==> src/rtl/float_normalizer_pkg.sv <==
// Shared FPU datapath definitions: widths and the normalizer state encoding.
package fpu_pkg;

    localparam int MANT_W = 27;  // [26] overflow, [25] hidden, [24:2] fraction, [1] guard, [0] sticky
    localparam int FRAC_W = 23;  // stored fraction width
    localparam int EXP_W  = 9;   // biased exponent with one bit of overflow headroom

    typedef enum logic [2:0] {
        IDLE,
        RSHIFT,
        LSHIFT,
        ROUND,
        DONE
    } norm_state_t;

endpackage

==> src/rtl/float_normalizer_rne_rounder.sv <==
// Round-to-nearest-even on a 23-bit fraction with guard and sticky bits.
// The carry flags a fraction wrap from all ones to zero.
module rne_rounder
    import fpu_pkg::*;
(
    input  logic [FRAC_W-1:0] frac,
    input  logic              guard,
    input  logic              sticky,
    output logic [FRAC_W-1:0] frac_rnd,
    output logic              carry
);

    logic            w_rnd_up;
    logic [FRAC_W:0] w_sum;

    // Round up when above half, or exactly half with an odd fraction.
    assign w_rnd_up = guard & (sticky | frac[0]);
    assign w_sum    = {1'b0, frac} + {{FRAC_W{1'b0}}, w_rnd_up};
    assign frac_rnd = w_sum[FRAC_W-1:0];
    assign carry    = w_sum[FRAC_W];

endmodule

==> src/rtl/float_normalizer.sv <==
// Post-arithmetic normalize-and-round stage. Normalizes the extended
// mantissa one bit per clock, rounds to nearest-even and presents the
// pre-carry exponent, rounding carry, fraction and sign for one DONE cycle.
// A mantissa that is already normalized in LSHIFT is rounded on the same
// transition into DONE; ROUND is only visited after a right shift.
module float_normalizer
    import fpu_pkg::*;
(
    input  logic              clk,
    input  logic              n_rst,
    input  logic              start,
    input  logic              sign_in,
    input  logic [EXP_W-1:0]  exp_in,
    input  logic [MANT_W-1:0] mant_in,
    output logic              busy,
    output logic              done,
    output logic              sign_out,
    output logic [EXP_W-1:0]  exp_out,
    output logic              up,
    output logic [FRAC_W-1:0] frac_out
);

    localparam logic [EXP_W-1:0] EXP_MAX = '1;
    localparam logic [EXP_W-1:0] EXP_ONE = EXP_W'(1);

    norm_state_t       r_state;
    logic              r_sign;
    logic [EXP_W-1:0]  r_exp;
    logic [MANT_W-1:0] r_mant;

    logic [FRAC_W-1:0] w_frac_rnd;
    logic              w_carry;

    rne_rounder u_rnd (
        .frac     (r_mant[FRAC_W+1:2]),
        .guard    (r_mant[1]),
        .sticky   (r_mant[0]),
        .frac_rnd (w_frac_rnd),
        .carry    (w_carry)
    );

    // Control FSM with working registers and registered result outputs.
    always_ff @(posedge clk) begin
        if (!n_rst) begin
            r_state  <= IDLE;
            busy     <= 1'b0;
            done     <= 1'b0;
            sign_out <= 1'b0;
            exp_out  <= '0;
            up       <= 1'b0;
            frac_out <= '0;
        end else begin
            case (r_state)
                IDLE: begin
                    if (start) begin
                        r_sign <= sign_in;
                        r_exp  <= exp_in;
                        r_mant <= mant_in;
                        busy   <= 1'b1;
                        if (exp_in == '0 || mant_in == '0) begin
                            r_state  <= DONE;
                            done     <= 1'b1;
                            sign_out <= sign_in;
                            exp_out  <= '0;
                            up       <= 1'b0;
                            frac_out <= '0;
                        end else if (mant_in[MANT_W-1]) begin
                            r_state <= RSHIFT;
                        end else begin
                            r_state <= LSHIFT;
                        end
                    end
                end
                RSHIFT: begin
                    // Shift right once, folding the dropped bit into sticky.
                    r_mant  <= {1'b0, r_mant[MANT_W-1:2], r_mant[1] | r_mant[0]};
                    r_exp   <= (r_exp == EXP_MAX) ? EXP_MAX : r_exp + EXP_ONE;
                    r_state <= ROUND;
                end
                LSHIFT: begin
                    if (r_mant[MANT_W-2]) begin
                        r_state  <= DONE;
                        done     <= 1'b1;
                        sign_out <= r_sign;
                        exp_out  <= r_exp;
                        up       <= w_carry;
                        frac_out <= w_frac_rnd;
                    end else if (r_exp <= EXP_ONE) begin
                        // No denormals: underflow flushes to zero.
                        r_state  <= DONE;
                        done     <= 1'b1;
                        sign_out <= r_sign;
                        exp_out  <= '0;
                        up       <= 1'b0;
                        frac_out <= '0;
                    end else begin
                        r_mant <= {r_mant[MANT_W-2:0], 1'b0};
                        r_exp  <= r_exp - EXP_ONE;
                    end
                end
                ROUND: begin
                    r_state  <= DONE;
                    done     <= 1'b1;
                    sign_out <= r_sign;
                    exp_out  <= r_exp;
                    up       <= w_carry;
                    frac_out <= w_frac_rnd;
                end
                DONE: begin
                    r_state <= IDLE;
                    done    <= 1'b0;
                    busy    <= 1'b0;
                end
                default: begin
                    r_state <= IDLE;
                    done    <= 1'b0;
                    busy    <= 1'b0;
                end
            endcase
        end
    end

endmodule

==> config.mk <==
export PLATFORM = sky130hd
export DESIGN_NAME = float_normalizer
export DESIGN_NICKNAME = d
export VERILOG_FILES = /design/src/rtl/float_normalizer_pkg.sv /design/src/rtl/float_normalizer_rne_rounder.sv /design/src/rtl/float_normalizer.sv
export SDC_FILE = /design/constraint.sdc
export NUM_CORES = 1
export LEC_CHECK = 0
export CORE_MARGIN = 4
export CORE_UTILIZATION = 45
export CTS_CLUSTER_DIAMETER = 60
export DETAILED_ROUTE_END_ITERATION = 8
export PLACE_DENSITY = 0.74
export SLEW_MARGIN = 10
export SYNTH_ARGS = -nofsm -noshare
export SYNTH_HDL_FRONTEND = slang
export SYNTH_HIERARCHICAL = 1
export SYNTH_SLANG_ARGS = --single-unit
==> constraint.sdc <==
create_clock -name clk -period 4.56 [get_ports clk]
set_input_delay 1.14 -clock clk [delete_from_list [all_inputs] [get_ports clk]]
set_output_delay 1.14 -clock clk [all_outputs]
set_load 0.02 [all_outputs]
==> run metrics <==
number of cells on the worst hold path=2; first-pass GRT wire length=15,610 um; syn_area_per_cell=10.57 sq um; post_cts resized=0; main flop type after synthesis=dfxtp_1; Rows=33; area grow syn2layout=25.39%; Detail Placement HPWL=7126 um; WP depth=6; part of the Yosys area used for sequential elements=0.4798; final std cells w/o fill=548; drt wl/cell=18.01 um; Port Buf Inserts=75; CP Cell Sequence=clkdlybuf4s50_1, nor4_1, nand4_1, o211ai_1, a31oi_4, a22o_1; pre-CTS setup slack=0.8352 ns; Via Count=3,294; EDFF count, synth=37; Unique masters post-synth=46; WS Path Type=input port to flip-flop; Area contributors post-synth=edfxtp_1 28%, dfxtp_1 20%, a22o_1 7.3%, a222oi_1 6.1%, xnor2_1 5.1%; post-CTS setup buffers=0; Synthesis Warnings=6; Tightest Pin Transition=1.098 ns; RSZ-0062 raised after global routing=no; initial core utilization=0.4704; commonest cells in the netlist=39 x dfxtp_1, 37 x edfxtp_1, 34 x inv_1; core area=8382 sq um; Synth Register Bits=76; ant diodes=0; worst hold path class=flip-flop to flip-flop; GR Util met3=0.03994; Fillers=716; largest net degree at the start of global routing=36; relative slew slack=0.2670; Final #Nets=483; max_cap viols=0; clk sinks=76; Detailed Route WL=9870 um; hold_buf cts=0; via-per-instance ratio=6.011; R2R cell count=6; Final GP Congestion=0.8658; fin. max-slew vios=0; Initial DRC Count=396; Vert. Die Dim=101.6 um; GRT Max-Usage Layer=met2; PwrDens=601.8 nW/um^2; Syn Nets=418; final setup vio count=0; DRC Markers=0; synthesized area=3943 sq um; static leakage=1.815 nW; Worst Setup End Kind=flip-flop; Buf/Inv on CP=1; Num CTS Buffers=9; initial antenna violation count=0; Critical Path Source Type=input port; clock latency on the worst-skew pair=0.34 ns; max incr delay on CP=0.52 ns; Mapped Cells=373; Peak Freq=298.2 MHz; Bufs on Longest Clock Path=2; Req. time, crit path=4.79 ns; setup ws final=1.207 ns; CP delay by family, top=compound AO/OA/AOI/OAI gates; final core utilization=0.5898; Root Buffer=clkbuf_8; die area=10,320 sq um; VDD IR max=357.8 uV; die width=101.6 um; M1 GR Usage=0.2584; TNS Setup=0 ns; CP max FO=33; R2R setup slack=1.53 ns; Inst Count DP=532; status=finished clean; clk slew on worst S/H paths=0.07 ns; met2 GRT Util=0.3214; Global Route Usage Sum=0.1942; final hold vios=0; top cell type's share of synthesized area=0.2818; clk_skew=0.01416 ns; slowest library cell on the worst path=o211ai_1; Final period util=0.7354; proportion of layout cells with a drive suffix above 1=0.07901; H-tree depth=3; vias in the first global route=3,115; total grt overflow=0; Synth async-reset ratio=0; # IOs=76; most frequent cell after synthesis=dfxtp_1; Final ANT Viol Nets=0; post-synth top area cell=edfxtp_1; Pwr Total=2.975 mW; TritonCTS clock tree=built; Final min period=3.353 ns; Initial DRT Pass Iterations=9; worst path arrival time=3.58 ns
==> layout make-up <==
class	instances	area, sq um	share of cell area
multi-input cells	238	1809	0.3660
inverters	34	127.6	0.02582
flip-flops and latches	76	1892	0.3827
repair buffers	79	780.7	0.1579
clock buffers	11	162.7	0.03290
clock inverters	5	40.04	0.008099
well taps	105	131.4	0.02658
==> tightest hold or removal path: stages, from the launching register on <==
cell	delay [ns]
dfxtp_1	0.32
inv_1	0.05
a21oi_1	0.05
==> metal layers <==
| metal | wire length, um | up-vias |
|---|---|---|
| met5 | 0 | - |
| met4 | 128 | 0 |
| met3 | 707 | 12 |
| met2 | 4816 | 146 |
| met1 | 4217 | 1572 |
| li1 | - | 1564 |
==> cell families after synthesis <==
| family | after synthesis | synth area share |
|---|---|---|
| buf+inv | 59 | 0.06410 |
| flops | 76 | 0.4798 |
| xor+xnor | 31 | 0.06887 |
| fa+ha+maj | 5 | 0.01587 |
| compound gates | 95 | 0.2082 |
| simple gates | 107 | 0.1631 |
==> sequential cells by signal, summed over array words and instances (netlist names) <==
name,flops
exp_out,9
r_exp,9
up,1
done,1
frac_out,23
sign_out,1
busy,1
r_sign,1
r_mant,27
r_state,3
==> per-stage QoR <==
stage               hold slack [ns]  area, sq um
floorplan                    0.5222         3943
global placement             0.4369         4741
detailed placement           0.4450         4741
CTS                          0.4638         4943
global route                 0.4961         4943
finish                       0.4593         4943
==> power by group <==
| part | switching [mW] | internal, mW |
|---|---|---|
| Sequential | 0.291 | 1.00 |
| Clock | 0.264 | 0.250 |
| Combinational | 0.666 | 0.503 |
| Total | 1.22 | 1.76 |
==> layout by cell type, fill, tap and decap left out, drive strengths merged, types with 4 or more instances in the layout <==
master	instances
nor3	12
nand3	21
edfxtp	37
clkdlybuf4s50	75
a22o	33
dfxtp	39
a21oi	6
xnor2	23
and3	4
xor2	8
a22oi	7
o21ai	6
nand2	13
ha	5
inv	36
o211ai	6
clkbuf	11
nand4	10
nor2	22
a222oi	24
nor4	13
buf	4
==> path summary, 6_finish.rpt <==
| check | from | endpoint |
|---|---|---|
| min | done$_SDFFE_PN0P_ | done$_SDFFE_PN0P_ |
| max reg2reg | r_exp[0]$_DFFE_PP_ | exp_out[5]$_SDFFE_PN0P_ |
| min reg2reg | done$_SDFFE_PN0P_ | done$_SDFFE_PN0P_ |
| max | mant_in[0] | exp_out[5]$_SDFFE_PN0P_ |
Note: power is estimated with default switching activity, not from simulation.
==> patch, RTL diff (same settings) <==
Set the package constant `EXP_W` to 8 (it was 9).
--- a/src/rtl/float_normalizer_pkg.sv
+++ b/src/rtl/float_normalizer_pkg.sv
@@ -5,3 +5,3 @@
     localparam int FRAC_W = 23;  // stored fraction width
-    localparam int EXP_W  = 9;   // biased exponent with one bit of overflow headroom
+    localparam int EXP_W  = 8;   // biased exponent with one bit of overflow headroom
 
Ports: changed (resized exp_in and exp_out); port bits go from 76 to 74. The function was not compared with the original's and may differ.
==> patch against the original RTL <==
  * Routed wire length is 5.3% lower
  * Sequential cell count is 2 lower
  * Hold slack better by 12 ps
  * Cell area fell by 3.5%
  * Via count down 3.6%
  * Global-route usage decreased by 0.49 points
  * First-iteration DRC count is 19% lower
  * Total power down 21%
  * Setup slack improved by 250 ps
  * Area after synthesis is 2.8% lower
  * Sequential share of layout area rose by 0.36 points
  * Largest cell class unchanged
==> patch: results (changes against the original RTL) <==
.. list-table::
   :header-rows: 1

   * - Metric
     - Value
   * - Worst Reg2Reg Path Length in Cells
     - 7 (was 6)
   * - Syn_area_per_cell
     - 10.59 sq um (was 10.57 sq um)
   * - Number of placed cells counting well taps
     - 520 (was 532)
   * - Share of cell area taken by multi-input logic gates
     - 0.3689 (was 0.3660)
   * - Count of clock-net buffers in the final layout
     - 13 (was 11)
   * - Pre-Repair DR Iteration Count
     - 8 (was 9)
   * - Worst setup startpoint
     - mant_in[6] (was mant_in[0])
   * - Buffers, non-clock
     - 77 (was 79)
   * - Worst hold start
     - frac_out[14] (was done)
   * - Via count of the first global-routing pass
     - 3029 (was 3115)
   * - Transition time at the pin with the least slew margin
     - 835.5 ps (was 1098 ps)
   * - Number of flops mapped to enable cells by yosys
     - 36 (was 37)
   * - Area after detailed placement
     - 0.004613 sq mm (was 0.004741 sq mm)
   * - Non-clock inverters
     - 32 (was 34)
   * - Fraction of area in registers
     - 0.3863 (was 0.3827)
   * - Number of instances on the worst hold path
     - 1 (was 2)
   * - Post-synthesis compound-gate area fraction
     - 0.2069 (was 0.2082)
   * - # nets final
     - 470 (was 483)
   * - GR Util All Layers
     - 0.1893 (was 0.1942)
   * - Sequential cell area
     - 0.001842 sq mm (was 0.001892 sq mm)
   * - Total die area
     - 0.01006 sq mm (was 0.01032 sq mm)
   * - Outcome
     - completed (unchanged)
   * - Maximum number of pins on one net before global-route repair
     - 35 (was 36)
   * - VDD IR max
     - 0.0002150 V (was 0.0003578 V)
   * - Wire length per cell after detailed routing
     - 17.44 um (was 18.01 um)
   * - Pre-CTS WS
     - 1068 ps (was 835.2 ps)
   * - Arithmetic-cell share of the synthesized area counting full adders, half adders and majority gates
     - 0.01632 (was 0.01587)
   * - Multi-input comb cells
     - 232 (was 238)
   * - Non-clock buffering overhead in the final layout
     - 0.1595 (was 0.1579)
   * - Sequential element share of the synthesized area
     - 0.4804 (was 0.4798)
   * - DP HPWL
     - 6800 um (was 7126 um)
   * - Portion of netlist area occupied by mux cells
     - 0.002611 (was 0)
   * - Number of buffers created by CTS
     - 9 (unchanged)
   * - Post-synthesis register bit count
     - 74 (was 76)
   * - Final standard cell count with taps included and fillers excluded
     - 536 (was 548)
   * - Hold_ws
     - 471.5 ps (was 459.3 ps)
   * - Data arrival at the endpoint of the critical path
     - 3340 ps (was 3580 ps)
   * - Reg2reg end
     - exp_out[2] (was exp_out[5])
   * - Ranking of synthesized cells by area
     - edfxtp_1 (28%), dfxtp_1 (20%), a22o_1 (7.3%) (unchanged)
   * - Switching power
     - 0.9004 mW (was 1.220 mW)
   * - FMAX
     - 322.8 MHz (was 298.2 MHz)
   * - Hold/Removal Path Class
     - reg2reg (unchanged)
   * - Clock-cell share of area
     - 0.03254 (was 0.04100)
   * - Final clock skew
     - 10.58 ps (was 14.16 ps)
   * - Terminating pin of the worst hold path
     - frac_out[14] (was done)
[patch: cell types whose count changed after synthesis, moves of 3 or more]
cell and delta:
buf_2 +5, nor3_1 -6, buf_1 +3, o211ai_1 -3, clkbuf_1 -8
[patch: power by group through the flow]
stage	logic (mW)	clock network (mW)	registers [mW]
2_1_floorplan	0.593	0	1.08
3_3_place_gp	0.818	0	1.11
3_5_place_dp	0.833	0	1.11
4_1_cts	0.836	0.434	1.10
5_1_grt	0.924	0.462	1.12
6_report	0.837	0.425	1.10
[patch: worst max-delay path, stage by stage]
cell and delay (ps):
clkdlybuf4s50_1 460, nor4_1 430, nand4_1 210, o21ai_1 480
a21oi_4 330, a22o_1 280
[patch: metal layers]
metal | wire [um] | vias to the layer above | global-route usage
li1 | - | 1522 | -
met2 | 4695 | 136 | 0.3303
met5 | 0 | - | 0
met1 | 3879 | 1509 | 0.2407
met3 | 725 | 7 | 0.04031
met4 | 49 | 0 | 0.04249
